===== config.mk =====
export PLATFORM = sky130hd
export DESIGN_NAME = dispatch_router
export DESIGN_NICKNAME = d
export VERILOG_FILES = /design/src/rtl/dispatch_router_pkg.sv /design/src/rtl/dispatch_slot.sv /design/src/rtl/dispatch_router.sv
export SDC_FILE = /design/constraint.sdc
export NUM_CORES = 1
export LEC_CHECK = 0
export BUFFER_PORTS_ARGS = -buffer_cell sky130_fd_sc_hd__clkbuf_2
export CAP_MARGIN = 10
export CORE_AREA = 3 3 213 215
export CTS_CLUSTER_SIZE = 20
export DETAILED_ROUTE_END_ITERATION = 16
export DIE_AREA = 0 0 216 218
export GPL_ROUTABILITY_DRIVEN = 1
export GPL_TIMING_DRIVEN = 0
export PLACE_DENSITY = 0.69
export SLEW_MARGIN = 20
export SYNTH_ARGS = -nofsm -noshare
export SYNTH_HDL_FRONTEND = slang
export SYNTH_SLANG_ARGS = --single-unit

===== constraint.sdc =====
create_clock -name clk -period 2.7 [get_ports clk]
set_input_delay 0.27 -clock clk [delete_from_list [all_inputs] [get_ports clk]]
set_output_delay 0.27 -clock clk [all_outputs]
set_load 0.005 [all_outputs]

===== src/rtl/dispatch_router_pkg.sv =====
// Shared types and constants for the dispatch router: request/payload layouts,
// unit select encodings and the router's sticky error codes.
package dispatch_router_pkg;

    localparam int REQ_W = 103;
    localparam int PAY_W = 100;
    localparam int CNT_W = 32;

    localparam logic [31:0] KIANA_SP_ERR_ROUTER_NO_UNIT    = 32'h0000_0001;
    localparam logic [31:0] KIANA_SP_ERR_ROUTER_MULTI_UNIT = 32'h0000_0002;

    localparam logic [2:0] SEL_ALU = 3'b100;
    localparam logic [2:0] SEL_LSU = 3'b010;
    localparam logic [2:0] SEL_SP  = 3'b001;

    typedef struct packed {
        logic [4:0]  warp;
        logic [62:0] instr;
        logic [31:0] pred;
        logic        alu;
        logic        lsu;
        logic        sp;
    } dispatch_req_t;

    typedef struct packed {
        logic [4:0]  warp_id;
        logic [62:0] instr;
        logic [31:0] pred;
    } unit_payload_t;

    typedef enum logic {
        SLOT_EMPTY = 1'b0,
        SLOT_FULL  = 1'b1
    } slot_state_e;

    function automatic logic sel_is_multi(input logic [2:0] sel);
        return (sel[2] & sel[1]) | (sel[2] & sel[0]) | (sel[1] & sel[0]);
    endfunction

endpackage


===== src/rtl/dispatch_slot.sv =====
// One-entry registered valid/ready output slot feeding a single execution unit.
module dispatch_slot
    import dispatch_router_pkg::*;
(
    input  logic             clk,
    input  logic             rst,
    input  logic             load_i,
    input  logic [PAY_W-1:0] load_data_i,
    input  logic             m_tready_i,
    output logic             m_tvalid_o,
    output logic [PAY_W-1:0] m_data_o,
    output logic             full_o,
    output logic             can_load_o
);

    slot_state_e      state_q, state_d;
    logic [PAY_W-1:0] data_q, data_d;

    always_ff @(posedge clk) begin
        if (rst) begin
            state_q <= SLOT_EMPTY;
            data_q  <= '0;
        end else begin
            state_q <= state_d;
            data_q  <= data_d;
        end
    end

    // A load always wins over a drain so a full slot can refill in the cycle it empties.
    always_comb begin
        state_d = state_q;
        data_d  = data_q;
        unique case (state_q)
            SLOT_EMPTY: begin
                if (load_i) begin
                    state_d = SLOT_FULL;
                    data_d  = load_data_i;
                end
            end
            SLOT_FULL: begin
                if (load_i) begin
                    state_d = SLOT_FULL;
                    data_d  = load_data_i;
                end else if (m_tready_i) begin
                    state_d = SLOT_EMPTY;
                end
            end
            default: state_d = SLOT_EMPTY;
        endcase
    end

    assign full_o     = (state_q == SLOT_FULL);
    assign m_tvalid_o = full_o;
    assign m_data_o   = data_q;
    assign can_load_o = ~full_o | m_tready_i;

endmodule


===== src/rtl/dispatch_router.sv =====
// Pops dispatch requests from the scheduler FIFO and routes each to the ALU, LSU
// or special-unit output slot; tracks sticky decode errors and per-unit issue counts.
module dispatch_router
    import dispatch_router_pkg::*;
(
    input  logic             clk,
    input  logic             rst,

    input  logic             s_tvalid_req,
    output logic             s_tready_req,
    input  logic [REQ_W-1:0] s_req_data,

    output logic             m_tvalid_alu_u,
    input  logic             m_tready_alu_u,
    output logic [PAY_W-1:0] m_alu_data,

    output logic             m_tvalid_lsu_u,
    input  logic             m_tready_lsu_u,
    output logic [PAY_W-1:0] m_lsu_data,

    output logic             m_tvalid_sp_u,
    input  logic             m_tready_sp_u,
    output logic [PAY_W-1:0] m_sp_data,

    output logic             m_tready_alu,
    output logic             m_tready_lsu,
    output logic             m_tready_special,

    output logic [31:0]      err,
    input  logic             err_clr,

    output logic [CNT_W-1:0] issue_cnt_alu,
    output logic [CNT_W-1:0] issue_cnt_lsu,
    output logic [CNT_W-1:0] issue_cnt_sp
);

    dispatch_req_t    req;
    unit_payload_t    payload;
    logic [2:0]       sel;
    logic             is_alu, is_lsu, is_sp, illegal;
    logic             target_can_load, pop;
    logic             load_alu, load_lsu, load_sp;
    logic             full_alu, full_lsu, full_sp;
    logic             cl_alu, cl_lsu, cl_sp;
    logic [31:0]      err_q, err_d, err_new;
    logic [CNT_W-1:0] cnt_alu_q, cnt_alu_d;
    logic [CNT_W-1:0] cnt_lsu_q, cnt_lsu_d;
    logic [CNT_W-1:0] cnt_sp_q, cnt_sp_d;

    assign req     = dispatch_req_t'(s_req_data);
    assign sel     = {req.alu, req.lsu, req.sp};
    assign payload = '{warp_id: req.warp, instr: req.instr, pred: req.pred};

    assign is_alu  = (sel == SEL_ALU);
    assign is_lsu  = (sel == SEL_LSU);
    assign is_sp   = (sel == SEL_SP);
    assign illegal = ~(is_alu | is_lsu | is_sp);

    // Illegal selects are always popped and dropped so a bad word never wedges the FIFO.
    always_comb begin
        target_can_load = 1'b0;
        if (is_alu)      target_can_load = cl_alu;
        else if (is_lsu) target_can_load = cl_lsu;
        else if (is_sp)  target_can_load = cl_sp;
    end

    assign s_tready_req = ~rst & (illegal | target_can_load);
    assign pop          = s_tvalid_req & s_tready_req;
    assign load_alu     = pop & is_alu;
    assign load_lsu     = pop & is_lsu;
    assign load_sp      = pop & is_sp;

    dispatch_slot u_slot_alu (
        .clk         (clk),
        .rst         (rst),
        .load_i      (load_alu),
        .load_data_i (payload),
        .m_tready_i  (m_tready_alu_u),
        .m_tvalid_o  (m_tvalid_alu_u),
        .m_data_o    (m_alu_data),
        .full_o      (full_alu),
        .can_load_o  (cl_alu)
    );

    dispatch_slot u_slot_lsu (
        .clk         (clk),
        .rst         (rst),
        .load_i      (load_lsu),
        .load_data_i (payload),
        .m_tready_i  (m_tready_lsu_u),
        .m_tvalid_o  (m_tvalid_lsu_u),
        .m_data_o    (m_lsu_data),
        .full_o      (full_lsu),
        .can_load_o  (cl_lsu)
    );

    dispatch_slot u_slot_sp (
        .clk         (clk),
        .rst         (rst),
        .load_i      (load_sp),
        .load_data_i (payload),
        .m_tready_i  (m_tready_sp_u),
        .m_tvalid_o  (m_tvalid_sp_u),
        .m_data_o    (m_sp_data),
        .full_o      (full_sp),
        .can_load_o  (cl_sp)
    );

    // Scheduler-facing ready uses registered state only, never the unit's same-cycle drain.
    assign m_tready_alu     = ~full_alu;
    assign m_tready_lsu     = ~full_lsu;
    assign m_tready_special = ~full_sp;

    always_comb begin
        err_new = '0;
        if (pop && illegal) begin
            if (sel == 3'b000)          err_new = KIANA_SP_ERR_ROUTER_NO_UNIT;
            else if (sel_is_multi(sel)) err_new = KIANA_SP_ERR_ROUTER_MULTI_UNIT;
        end
        err_d = err_clr ? err_new : (err_q | err_new);
    end

    always_comb begin
        cnt_alu_d = cnt_alu_q;
        cnt_lsu_d = cnt_lsu_q;
        cnt_sp_d  = cnt_sp_q;
        if (m_tvalid_alu_u && m_tready_alu_u) cnt_alu_d = cnt_alu_q + 1'b1;
        if (m_tvalid_lsu_u && m_tready_lsu_u) cnt_lsu_d = cnt_lsu_q + 1'b1;
        if (m_tvalid_sp_u  && m_tready_sp_u)  cnt_sp_d  = cnt_sp_q  + 1'b1;
    end

    always_ff @(posedge clk) begin
        if (rst) begin
            err_q     <= '0;
            cnt_alu_q <= '0;
            cnt_lsu_q <= '0;
            cnt_sp_q  <= '0;
        end else begin
            err_q     <= err_d;
            cnt_alu_q <= cnt_alu_d;
            cnt_lsu_q <= cnt_lsu_d;
            cnt_sp_q  <= cnt_sp_d;
        end
    end

    assign err           = err_q;
    assign issue_cnt_alu = cnt_alu_q;
    assign issue_cnt_lsu = cnt_lsu_q;
    assign issue_cnt_sp  = cnt_sp_q;

endmodule


==> run summary <==
WL/cell: 19.06 um
fin worst setup slack: 0.1780 ns
Iter 0 DRT Violations: 1261
DRC Markers: 0
RePlAce Congestion: 0.8880
GRT Total Usage: 25.03%
placed cell count: 3042
Worst VDD drop: 547.7 uV
H-tree levels: 2
maxcap violations: 0
post-DP HPWL: 45.49 mm
fin. max-slew vios: 0
Fmax achieved: 0.3965 GHz
antenna-violating nets left: 0
sequential fraction of the synthesis area: 52.65%
Vias/cell: 5.065
I/O pin total: 545
Startpoint Class: flip-flop
number of synthesis warnings: 0
Die Area: 47090 sq um
count of cell types in the netlist: 40
Yosys reg bits: 401
status: finished, final reports clean
CP required: 3.18 ns
Pwr Total: 12.89 mW
Tcrit/Tclk final: 93.41%
critical path class: flip-flop to flip-flop
num rows: 77
multi-input logic area: 6530 sq um
area grow syn2layout: 38.54%
post-CTS setup buffer count: 0
Synth area leader: dfxtp_1
minimum clock period: 2.522 ns
first-pass GRT wire length: 92.74 mm
Net count, final: 2706
Tightest Pin Transition: 1.195 ns
final hold vios: 0
Worst-path clk slew: 0.07 ns
Placed Area: 18670 sq um
CTS tree: yes
Gate Count Post-Synth: 1907
unrepaired setup endpoints after global routing: no
clock buffer count from CTS: 45
Static Leak: 8.420 nW
Worst Skew: 0.01714 ns
share of layout cells above drive strength 1: 23.91%
largest net degree at the start of global routing: 14
final setup vio count: 0
final core occ: 48.08%
vias in the first global route: 15870
Crit Path Max Fanout: 10
GRT overflow: 0
Synth area leaders: dfxtp_1 53%, nand2_1 16%, a21oi_1 12%
number of fill cells: 4285
Core Area: 43930 sq um
Finished Layout Cells: 3222
syn_area_per_cell: 7.995 sq um
Mapped Area: 15250 sq um
Slew headroom: 20.33%
Pre-antenna DRT Iters: 5
Clock Root Buffer: clkbuf_16
hold slack: 0.04905 ns
die width: 216 um
via count: 16320
CTS max path bufs: 3
Initial Util: 34.71%
Sink Count: 401
CP arrival: 3.01 ns
PwrDens: 610.3 nW/um^2
initial antenna violation count: 3
DP Worst Slack: -0.06480 ns
die height: 218 um
Clk Latency, worst-skew pair: 0.57 ns
cell area after layout: 21120 sq um
final wirelength: 61.42 mm
Setup TNS Final: 0 ns
area share of the largest cell type after synthesis: 52.65%
Hold Path Class: primary input to flip-flop
sequential cell area: 8028 sq um
Port Buffers: 514
CP endpoint kind: flip-flop
[cell type report]
cell class,instances,share of cell area [%]
multi-input combinational,1355,30.91
clock buffer,68,6.367
timing repair buffer,610,16.73
antenna,4,0.04738
clock inverter,12,0.6278
buffer,164,3.524
inverter,16,0.2843
tap,592,3.506
sequential,401,38.00
[synth_stat cells]
master	number
and2_1	4
a22oi_1	1
conb_1	1
o21a_1	4
xnor2_1	7
buf_6	1
buf_1	8
nand4_1	24
and3_1	14
nor2b_1	12
ha_1	3
inv_1	16
nand2b_1	3
o21ai_0	11
buf_4	30
or3_1	10
mux2_2	2
nor3_1	1
nor2_1	49
nor4_2	4
o31a_1	4
o31ai_1	37
a32oi_1	1
nand3_1	35
and4_1	17
mux2_1	9
nor4b_2	1
dfxtp_1	401
nor3b_1	1
buf_2	2
o311a_1	1
nor4_1	13
clkbuf_1	123
a21oi_1	353
and4_2	1
nand2_1	640
xor2_1	24
o21bai_1	1
a221o_1	1
or4_1	37
[power by group]
part           switching, mW  internal, mW  total, mW
Clock                   2.54          3.63       6.17
Sequential            0.0357          5.98       6.01
Combinational          0.426         0.281      0.707
Total                   3.00          9.89       12.9
[worst max-delay path, stage by stage (launching register included)]
cell and delay, ns:
dfxtp_1 0.54, nand2b_1 0.14, nand3_1 0.15, clkbuf_1 0.80
clkbuf_1 0.51, nand2_1 0.12, a21oi_1 0.17
[state kept, by name, summed over array words and instances, names as in the netlist]
register	flops
issue_cnt_lsu	32
u_slot_sp.full_o	1
issue_cnt_sp	32
u_slot_alu.m_data_o	100
err	2
u_slot_alu.full_o	1
u_slot_sp.m_data_o	100
u_slot_lsu.full_o	1
issue_cnt_alu	32
u_slot_lsu.m_data_o	100
[metal layers]
layer	global-route usage, %	wire length (um)	vias up
li1	-	-	7749
met2	43.30	29660	734
met5	0	0	-
met4	9.302	2057	0
met1	29.35	24170	7699
met3	7.580	5529	137
[layout by cell type, fill, tap and decap left out, types with 3 or more instances in the layout]
cell | netlist | final
nand4_1 | 24 | 24
clkinvlp_4 | 0 | 3
clkbuf_16 | 0 | 47
xor2_1 | 24 | 24
dfxtp_1 | 401 | 401
o21ai_0 | 11 | 11
or4_1 | 37 | 37
nor4_2 | 4 | 4
or3_1 | 10 | 10
nor4_1 | 13 | 13
nor2_1 | 49 | 49
o21a_1 | 4 | 4
and4_1 | 17 | 17
diode_2 | 0 | 4
nand2_1 | 640 | 640
ha_1 | 3 | 3
buf_4 | 30 | 30
clkinv_4 | 0 | 3
buf_1 | 8 | 8
and3_1 | 14 | 14
a21oi_1 | 353 | 353
o31ai_1 | 37 | 37
nand3_1 | 35 | 35
o31a_1 | 4 | 4
and2_1 | 4 | 4
xnor2_1 | 7 | 7
mux2_1 | 9 | 9
clkbuf_1 | 123 | 130
dlygate4sd3_1 | 0 | 96
clkbuf_8 | 0 | 9
inv_1 | 16 | 16
conb_1 | 1 | 30
nand2b_1 | 3 | 3
clkbuf_2 | 0 | 519
clkinv_2 | 0 | 3
nor2b_1 | 12 | 12
[final timing paths]
kind / cells after the start / start / slack [ns] / endpoint
setup reg to reg: 6 / u_slot_sp.full_o$_SDFF_PP0_ / 0.18 / u_slot_sp.m_data_o[65]$_SDFFE_PP0P_
hold / removal: 3 / s_req_data[91] / 0.05 / u_slot_alu.m_data_o[88]$_SDFFE_PP0P_
hold reg to reg: 2 / u_slot_alu.m_data_o[72]$_SDFFE_PP0P_ / 0.45 / u_slot_alu.m_data_o[72]$_SDFFE_PP0P_
setup / recovery: 6 / u_slot_sp.full_o$_SDFF_PP0_ / 0.18 / u_slot_sp.m_data_o[65]$_SDFFE_PP0P_
[cells by family (layout without fill, tap and decap cells)]
family / Yosys count / count (layout) / share of synthesized area [%]
adders and majority gates: 3 / 3 / 0.2462
AOI/OAI and AO/OA: 414 / 414 / 14.48
buffers and inverters: 180 / 870 / 5.236
other: 1 / 34 / 0.02459
DFF: 401 / 401 / 52.65
and+or+nand+nor: 866 / 866 / 24.77
muxes: 11 / 11 / 0.8124
xor gates and xnor gates: 31 / 31 / 1.781
[repair_timing]
action | in CTS | in global routing
endpoints found under the hold margin | 275 | 0
setup endpoints to repair | 0 | 23
gates resized for setup | 0 | 3
hold buffers | 96 | 0
(Power assumes the default switching activity.)
